**src/rtl/addr_seq_pkg.sv**
```systemverilog
// Shared types and constants for the playback address sequencer.
package addr_seq_pkg;

    typedef enum logic [1:0] {
        RUN      = 2'd0,
        WAIT_ACK = 2'd1,
        DONE     = 2'd2
    } state_t;

    localparam logic DIR_FWD = 1'b1;
    localparam logic DIR_REV = 1'b0;

endpackage

```
**src/rtl/addr_step_calc.sv**
```systemverilog
// Next-address arithmetic for one playback step, with region-edge detection.
module addr_step_calc
    import addr_seq_pkg::*;
#(
    parameter int unsigned ADDR_W = 23,
    parameter int unsigned STEP_W = 4
) (
    input  logic [ADDR_W-1:0] addr,
    input  logic [ADDR_W-1:0] rstart,
    input  logic [ADDR_W-1:0] rend,
    input  logic [STEP_W-1:0] s,
    input  logic              dir,
    output logic [ADDR_W-1:0] next_addr,
    output logic              edge_hit
);

    logic [ADDR_W:0] a_w;
    logic [ADDR_W:0] s_w;
    logic [ADDR_W:0] sum;
    logic [ADDR_W:0] lim;

    // One extra bit so neither addr + s nor start + s can wrap.
    assign a_w = {1'b0, addr};
    assign s_w = (ADDR_W+1)'(s);
    assign sum = a_w + s_w;
    assign lim = {1'b0, rstart} + s_w;

    always_comb begin
        next_addr = addr;
        edge_hit  = 1'b0;
        if (dir == DIR_FWD) begin
            edge_hit  = (sum > {1'b0, rend});
            next_addr = edge_hit ? rstart : ADDR_W'(sum);
        end else begin
            edge_hit  = (a_w < lim);
            next_addr = edge_hit ? rend : ADDR_W'(a_w - s_w);
        end
    end

endmodule

```
**src/rtl/addr_seq.sv**
```systemverilog
// Playback address sequencer: steps through a loop region on each sample tick
// and hands every address to the flash reader over a req/ack handshake.
module addr_seq
    import addr_seq_pkg::*;
#(
    parameter int unsigned       ADDR_W    = 23,
    parameter int unsigned       STEP_W    = 4,
    parameter logic [ADDR_W-1:0] DEF_START = '0,
    parameter logic [ADDR_W-1:0] DEF_END   = ADDR_W'('h7FFFF)
) (
    input  logic              clk,
    input  logic              rst,
    input  logic              en,
    input  logic              play,
    input  logic              dir,
    input  logic              loop_mode,
    input  logic              restart,
    input  logic [ADDR_W-1:0] start_addr,
    input  logic [ADDR_W-1:0] end_addr,
    input  logic [STEP_W-1:0] step,
    input  logic              ack,
    output logic              req,
    output logic [ADDR_W-1:0] addr,
    output logic              done,
    output logic              overrun,
    output logic              cfg_err
);

    state_t            state;
    logic [ADDR_W-1:0] rstart;
    logic [ADDR_W-1:0] rend;
    logic [STEP_W-1:0] s_eff;
    logic [ADDR_W-1:0] next_addr;
    logic              edge_hit;
    logic              restart_ok;

    assign s_eff      = (step == '0) ? STEP_W'(1) : step;
    assign restart_ok = (start_addr <= end_addr);
    assign req        = (state == WAIT_ACK);
    assign done       = (state == DONE);

    addr_step_calc #(
        .ADDR_W (ADDR_W),
        .STEP_W (STEP_W)
    ) u_step (
        .addr      (addr),
        .rstart    (rstart),
        .rend      (rend),
        .s         (s_eff),
        .dir       (dir),
        .next_addr (next_addr),
        .edge_hit  (edge_hit)
    );

    always_ff @(posedge clk or negedge rst) begin
        if (!rst) begin
            state   <= RUN;
            addr    <= DEF_START;
            rstart  <= DEF_START;
            rend    <= DEF_END;
            overrun <= 1'b0;
            cfg_err <= 1'b0;
        end else begin
            cfg_err <= 1'b0;
            // Any restart pre-empts the FSM for this cycle; a rejected one only flags.
            if (restart) begin
                if (restart_ok) begin
                    rstart  <= start_addr;
                    rend    <= end_addr;
                    addr    <= (dir == DIR_FWD) ? start_addr : end_addr;
                    overrun <= 1'b0;
                    state   <= RUN;
                end else begin
                    cfg_err <= 1'b1;
                end
            end else begin
                case (state)
                    RUN: begin
                        if (en && play) begin
                            state <= WAIT_ACK;
                        end
                    end
                    WAIT_ACK: begin
                        if (en) begin
                            overrun <= 1'b1;
                        end
                        if (ack) begin
                            if (edge_hit && !loop_mode) begin
                                state <= DONE;
                            end else begin
                                addr  <= next_addr;
                                state <= RUN;
                            end
                        end
                    end
                    DONE: begin
                    end
                    default: state <= RUN;
                endcase
            end
        end
    end

endmodule

```
**config.mk**
```make
export PLATFORM = sky130hd
export DESIGN_NAME = addr_seq
export DESIGN_NICKNAME = d
export VERILOG_FILES = /design/src/rtl/addr_seq_pkg.sv /design/src/rtl/addr_step_calc.sv /design/src/rtl/addr_seq.sv
export SDC_FILE = /design/constraint.sdc
export NUM_CORES = 1
export LEC_CHECK = 0
export CAP_MARGIN = 20
export CORE_UTILIZATION = 50
export CTS_BUF_LIST = sky130_fd_sc_hd__clkbuf_4 sky130_fd_sc_hd__clkbuf_8 sky130_fd_sc_hd__clkbuf_16
export DETAILED_ROUTE_END_ITERATION = 6
export GPL_ROUTABILITY_DRIVEN = 0
export PLACE_DENSITY = 0.84
export SYNTH_ARGS = -nofsm -noshare
export SYNTH_HDL_FRONTEND = slang
export SYNTH_SLANG_ARGS = --single-unit
export TNS_END_PERCENT = 10
```
**constraint.sdc**
```tcl
create_clock -name clk -period 6.8 [get_ports clk]
set_input_delay 1.36 -clock clk [delete_from_list [all_inputs] [get_ports clk]]
set_output_delay 1.36 -clock clk [all_outputs]
set_load 0.01 [all_outputs]
```
==> results of run 1 <==
[final timing paths]
kind                            cells after the start                     end            startpoint  slack [ps]
min in group asynchronous                           1       cfg_err$_DFF_PN0_                   rst        1150
worst min-delay path                                2    rend[15]$_DFFE_PN1P_  rend[15]$_DFFE_PN1P_         510
worst max register to register                     17     addr[5]$_DFFE_PN0P_   addr[0]$_DFFE_PN0P_        1980
worst max-delay path                               20     addr[5]$_DFFE_PN0P_               step[2]         590
worst min register to register                      2    rend[15]$_DFFE_PN1P_  rend[15]$_DFFE_PN1P_         510
max in group asynchronous                           1  rstart[14]$_DFFE_PN0P_                   rst        5030
[power by group through the flow]
stage                     clock, uW  sequential, uW  combinational [uW]
after global placement            0             845                1570
after floorplan                   0             721                1220
after detailed placement          0             850                1600
after CTS                       468             842                1630
final                           469             856                1650
after global routing            494             878                1800
[metal layers]
layer | vias to the layer above | track usage, % | part of all wire (%)
li1 | 3043 | - | -
met1 | 3067 | 39.2 | 43
met2 | 315 | 43.1 | 44
met3 | 55 | 6.88 | 9.7
met4 | 0 | 11.1 | 3.2
met5 | - | 0 | 0
[cell families after synthesis]
| family | count (synthesis) | synth area share (%) |
|---|---|---|
| XOR/XNOR | 60 | 7.34 |
| buffers and inverters | 106 | 6.71 |
| adder cells (fa/ha/maj) | 83 | 14.8 |
| AND/OR/NAND/NOR | 214 | 15.2 |
| multiplexers | 89 | 13.1 |
| AO/OA/AOI/OAI | 174 | 17.1 |
| flip-flops | 73 | 25.8 |
[critical path: stages]
cell             delay (ps)
clkdlybuf4s50_1         510
inv_1                    70
a31o_2                  270
ha_1                    200
fa_1                    390
nor2b_1                 150
o21a_1                  220
o21ai_0                 410
nor3_1                  140
xor2_1                  190
ha_1                    350
nand4_1                 150
nor4_1                  350
nor3b_1                 250
a31oi_1                  80
nor3_2                  310
buf_4                   330
mux2i_1                 120
a2111o_1                430
o21ai_0                 170
[synth_stat cells (7+ instances only)]
| library cell | count | area [sq um] |
|---|---|---|
| and3_1 | 9 | 56.3 |
| xnor2_1 | 36 | 315 |
| o211ai_1 | 9 | 67.6 |
| nor3_1 | 24 | 120 |
| a221oi_1 | 7 | 61.3 |
| nor2b_1 | 9 | 56.3 |
| a311oi_1 | 7 | 61.3 |
| a21o_1 | 13 | 97.6 |
| o21ai_0 | 29 | 145 |
| a21oi_1 | 45 | 225 |
| inv_1 | 58 | 218 |
| nand3_1 | 25 | 125 |
| nor2_1 | 36 | 135 |
| mux2i_1 | 54 | 541 |
| dfrtp_1 | 54 | 1350 |
| mux2_2 | 35 | 394 |
| nand4_1 | 19 | 119 |
| buf_2 | 18 | 90.1 |
| ha_1 | 80 | 1000 |
| xor2_1 | 24 | 210 |
| dfstp_2 | 19 | 499 |
| a22o_1 | 7 | 61.3 |
| nand2_1 | 57 | 214 |
| clkbuf_1 | 18 | 67.6 |
[sequential cells by signal (all words and copies together), names as in the netlist]
signal	flops
addr	23
cfg_err	1
overrun	1
rend	23
rstart	23
state	2
[through the flow]
stage	area, sq um	total power (uW)	instances	util [%]	setup WS (ps)
finish	8360	2980	1046	60.0	585
global route	8360	3170	1046	60.0	313
CTS	8360	2940	1045	60.0	626
detailed placement	8070	2450	1029	57.9	356
global placement	8070	2410	1029	57.9	467
floorplan	7160	1940	799	-	1330
[area by class of cell]
type	instances	area share [%]
Timing Repair Buffer	98	11.2
Sequential cell	73	22.1
Tap cell	180	2.69
Inverter	59	2.65
Clock buffer	16	3.47
Multi-Input combinational cell	620	57.8
==> flow_summary.toml, run 1 <==
[detailed_routing]
drt-initial-drc-count = 577
drc_errors = 0
wl_mm = 20.4
dr.pass1.iters = 5
postRouteAntennaNets = 0
vias = 6480
viasPerCell = 6.20
post_drt_wl_per_cell_microns = 19.5

[floorplan]
dieArea_sq_um = 14800
start_util_pct = 51.4
rows = 43
core-area_sq_um = 13900
io_pins = 85
die_x_microns = 122
die_h_microns = 122

[timing]
final.setup.tns_ps = 0
whs_ps = 507
worst_slew_pin_slew_ps = 935
relSlewSlack_pct = 37.6
rsz0062_at_grt = "no"
final_max_slew_viol_count = 0
finalCritPeriodShare_pct = 91.4
period_needed_ps = 6210
fmax_mhz = 161
hold_viol_final = 0
setup_viol = 0
skew_ps = 11.2

[synthesis]
ys.warnings.count = 0
netlist_instances = 799
ys_seq_area_share_pct = 25.8
synth_cell_types = 68
ys_ff_latch = 73
syn_avg_cell_area_sq_um = 8.96
synth_edf_count = 0
syn_nets = 940
synth-async-reset-ratio_pct = 100
syn-cell-area_sq_um = 7160
yosys_most_used_dff = "dfrtp_1"

[hold_path]
hp-class = "flop to flop"

[grt]
grt_pass1_vias = 6299
grt_pass1_wl_mm = 32.6
antenna_found_initial = 0
track_usage_pct = 28.6
grt_max_degree = 74
grt_overflow = 0

[clock_tree]
cts_setup_buffers = 0
ctsHtreeMaxLevel = 3
cts_sinks = 73
clockRootBuffer = "clkbuf_16"
cts_tree = "done"
cts_buffers = 9
clk_path_buf_depth = 2
hold_buffers = 0
clk_pin_slew_ps = 50
clock_latency_ps = 340
ctsResizeCount = 0

[run]
cap_violations = 0

[power_and_ir_drop]
pwr-share-comb_pct = 55.5
peakVddDrop_v = 0.000207
p_leak_uw = 0.00371
pwr-share-seq_pct = 28.8
sw_frac_of_total_pct = 44.7
p_sw_uw = 1330
clkPwrFrac_pct = 15.7
p_int_uw = 1650
power_density_nw_per_um2 = 356

[critical_path]
endpoint_kind = "flop"
start_kind = "primary input"
critPathArrivalTime_ps = 6470
critPathRequiredTime_ps = 7050
worstPathMaxFanout = 16
critical_path_class = "primary input to flop"

[finish]
seq_area_sq_um = 1850
multi_input_area_sq_um = 4840
nets = 1002
drive_gt1_share_pct = 11.5
final_cell_mix = "clkdlybuf4s50_1 (82), ha_1 (80), inv_1 (58)"
fillers = 1140
num_antenna_cells = 0
area_delta_synth_final_pct = 16.8
mostFrequentLayoutCell = "clkdlybuf4s50_1"

[place]
hpwl_mm = 15.6
port_buffers = 84

[outcome]
status = "completed"
Note: power is estimated with default switching activity, not from simulation.
==> run 2, diff against run 1 <==
--- a/config.mk
+++ b/config.mk
@@ -5,12 +5,13 @@
 export SDC_FILE = /design/constraint.sdc
 export NUM_CORES = 1
 export LEC_CHECK = 0
-export CAP_MARGIN = 20
-export CORE_UTILIZATION = 50
+export CELL_PAD_IN_SITES_DETAIL_PLACEMENT = 2
+export CELL_PAD_IN_SITES_GLOBAL_PLACEMENT = 2
+export CORE_UTILIZATION = 36
 export CTS_BUF_LIST = sky130_fd_sc_hd__clkbuf_4 sky130_fd_sc_hd__clkbuf_8 sky130_fd_sc_hd__clkbuf_16
 export DETAILED_ROUTE_END_ITERATION = 6
 export GPL_ROUTABILITY_DRIVEN = 0
-export PLACE_DENSITY = 0.84
+export PLACE_DENSITY = 0.94
 export SYNTH_ARGS = -nofsm -noshare
 export SYNTH_HDL_FRONTEND = slang
 export SYNTH_SLANG_ARGS = --single-unit
==> constraint.sdc (replaced) <==
create_clock -name clk -period 5.8 [get_ports clk]
set_input_delay 1.16 -clock clk [delete_from_list [all_inputs] [get_ports clk]]
set_output_delay 1.16 -clock clk [all_outputs]
set_load 0.01 [all_outputs]
==> flow_summary.toml, run 2 (same netlist as run 1, synthesis figures left out) <==
[floorplan]
die_h_microns = 143
core-area_sq_um = 19500
dieArea_sq_um = 20500
die_x_microns = 143
io_pins = 85
start_util_pct = 36.8
rows = 51

[clock_tree]
clock_latency_ps = 390
clk_path_buf_depth = 2
cts_sinks = 73
cts_tree = "done"
cts_buffers = 9
ctsHtreeMaxLevel = 3
clockRootBuffer = "clkbuf_16"
clk_pin_slew_ps = 70

[critical_path]
critPathSlowestCell = "nand4_1"
crit_chain = "dlymetal6s2s_1 -> inv_2 -> a31o_4 -> ha_2 -> fa_2 -> nor2b_1 -> o21a_2 -> o211ai_1 -> xnor2_1 -> ha_1 -> nand4_1 -> a21o_1 -> a21oi_2 -> nor3_4 -> buf_12 -> a2111oi_4 -> buf_6 -> buf_6 -> o21ai_0 -> o21ai_0"
worstPathMaxFanout = 9
critPathRequiredTime_ps = 6030
start_kind = "primary input"
critical_path.top_delay_family = "compound AO/OA/AOI/OAI gates"
endpoint_kind = "flop"
critical_path_class = "primary input to flop"
path_buf_inv = 5
max_stage_delay_ps = 590
critPathArrivalTime_ps = 6320

[timing]
worst_slew_pin_slew_ps = 1320
setup_viol = 24
fmax_mhz = 164
whs_ps = 553
finalCritPeriodShare_pct = 105
skew_ps = 20.4
setup_ws_ps = -289
final.setup.tns_ps = -3800
hold_viol_final = 0
relSlewSlack_pct = 11.9
final_max_slew_viol_count = 0
period_needed_ps = 6090

[power_and_ir_drop]
pwr-share-comb_pct = 62.8
p_sw_uw = 2480
sw_frac_of_total_pct = 52.0
clkPwrFrac_pct = 14.1
p_int_uw = 2290
p_leak_uw = 0.00412
power_density_nw_per_um2 = 515
pwr-share-seq_pct = 23.1
peakVddDrop_v = 0.000314

[grt]
grt_pass1_vias = 8896
grt_max_degree = 74
grt_pass1_wl_mm = 61.9
grt_overflow = 0
antenna_found_initial = 0
track_usage_pct = 42.5

[hold_path]
hp-class = "flop to flop"

[outcome]
violations = "negative setup slack"
status = "finished, violations left"

[finish]
reg_top3 = "addr: 23 flops, rend: 23 flops, rstart: 23 flops"
fillers = 2008
num_antenna_cells = 0
nets = 1058
final_cell_mix = "clkdlybuf4s50_1 (78), ha_1 (76), buf_4 (59)"
mostFrequentLayoutCell = "clkdlybuf4s50_1"
multi_input_area_sq_um = 5080
fin_util_pct = 47.6
area_delta_synth_final_pct = 29.4
drive_gt1_share_pct = 21.1
seq_area_sq_um = 1850
finish.instance_area_sq_um = 9270

[detailed_routing]
viasPerCell = 7.17
postRouteAntennaNets = 0
post_drt_wl_per_cell_microns = 39.5
drt-initial-drc-count = 1037
drc_errors = 0
vias = 8506
dr.pass1.iters = 5
wl_mm = 46.8

[place]
place_area_sq_um = 8520
port_buffers = 84
hpwl_mm = 24.5

[run]
cap_violations = 0
[run 2: power by group through the flow]
stage          Sequential, uW  Clock (uW)  Combinational (uW)
5_1_grt                  1090         682                3050
4_1_cts                  1020         652                2530
6_report                 1100         673                3000
3_5_place_dp             1010           0                2270
3_3_place_gp              980           0                2070
2_1_floorplan             845           0                1430
[run 2: worst paths after layout]
check / slack (ps) / start / end / depth (start not counted)
worst max-delay path: -290 / step[2] / addr[6]$_DFFE_PN0P_ / 20
worst min-delay path: 550 / rend[12]$_DFFE_PN1P_ / rend[12]$_DFFE_PN1P_ / 2
worst max register to register: 360 / addr[10]$_DFFE_PN0P_ / addr[6]$_DFFE_PN0P_ / 18
worst min register to register: 550 / rend[12]$_DFFE_PN1P_ / rend[12]$_DFFE_PN1P_ / 2
max in group asynchronous: 4120 / rst / state[1]$_DFFE_PN0P_ / 1
min in group asynchronous: 930 / rst / rstart[21]$_DFFE_PN0P_ / 1
[run 2: layout make-up]
class,count,share of cell area [%]
Multi-Input combinational cell,620,54.8
Sequential cell,73,20.0
Timing Repair Buffer,154,15.7
Tap cell,265,3.58
Clock buffer,13,2.82
Inverter,59,2.39
Clock inverter,3,0.702
[run 2: metrics by stage]
step | setup slack [ps] | total power [uW] | std cells
floorplan | 531 | 2280 | 799
global placement | -180 | 3050 | 1155
detailed placement | -621 | 3280 | 1155
CTS | 15.5 | 4210 | 1180
global route | -437 | 4820 | 1187
finish | -289 | 4780 | 1187
[run 2: worst register-to-register path: stages, from the launching register on]
cell	delay, ps
dfrtp_1	790
and4_1	420
and3_1	290
nand3_1	210
nor3_1	390
xor2_1	180
ha_1	370
nand4_1	210
nor4_4	450
buf_4	190
o21ai_2	60
a21oi_2	270
nor3_4	80
buf_12	150
a2111oi_4	420
buf_6	200
buf_6	180
o21ai_0	160
o21ai_0	260
[run 2: what timing repair did]
item,CTS,global route
resized for setup,27,41
pin swaps,11,15
hold buffers,0,0
gates cloned,1,1
setup endpoints to repair,24,24
setup buffers,8,6
[run 2: layer usage]
layer | vias up | routed length, microns | track usage (%)
li1 | 3161 | - | -
met1 | 4189 | 16700 | 50.3
met2 | 832 | 20400 | 67.1
met3 | 324 | 5450 | 10.0
met4 | 0 | 4380 | 31.5
met5 | - | 0 | 0
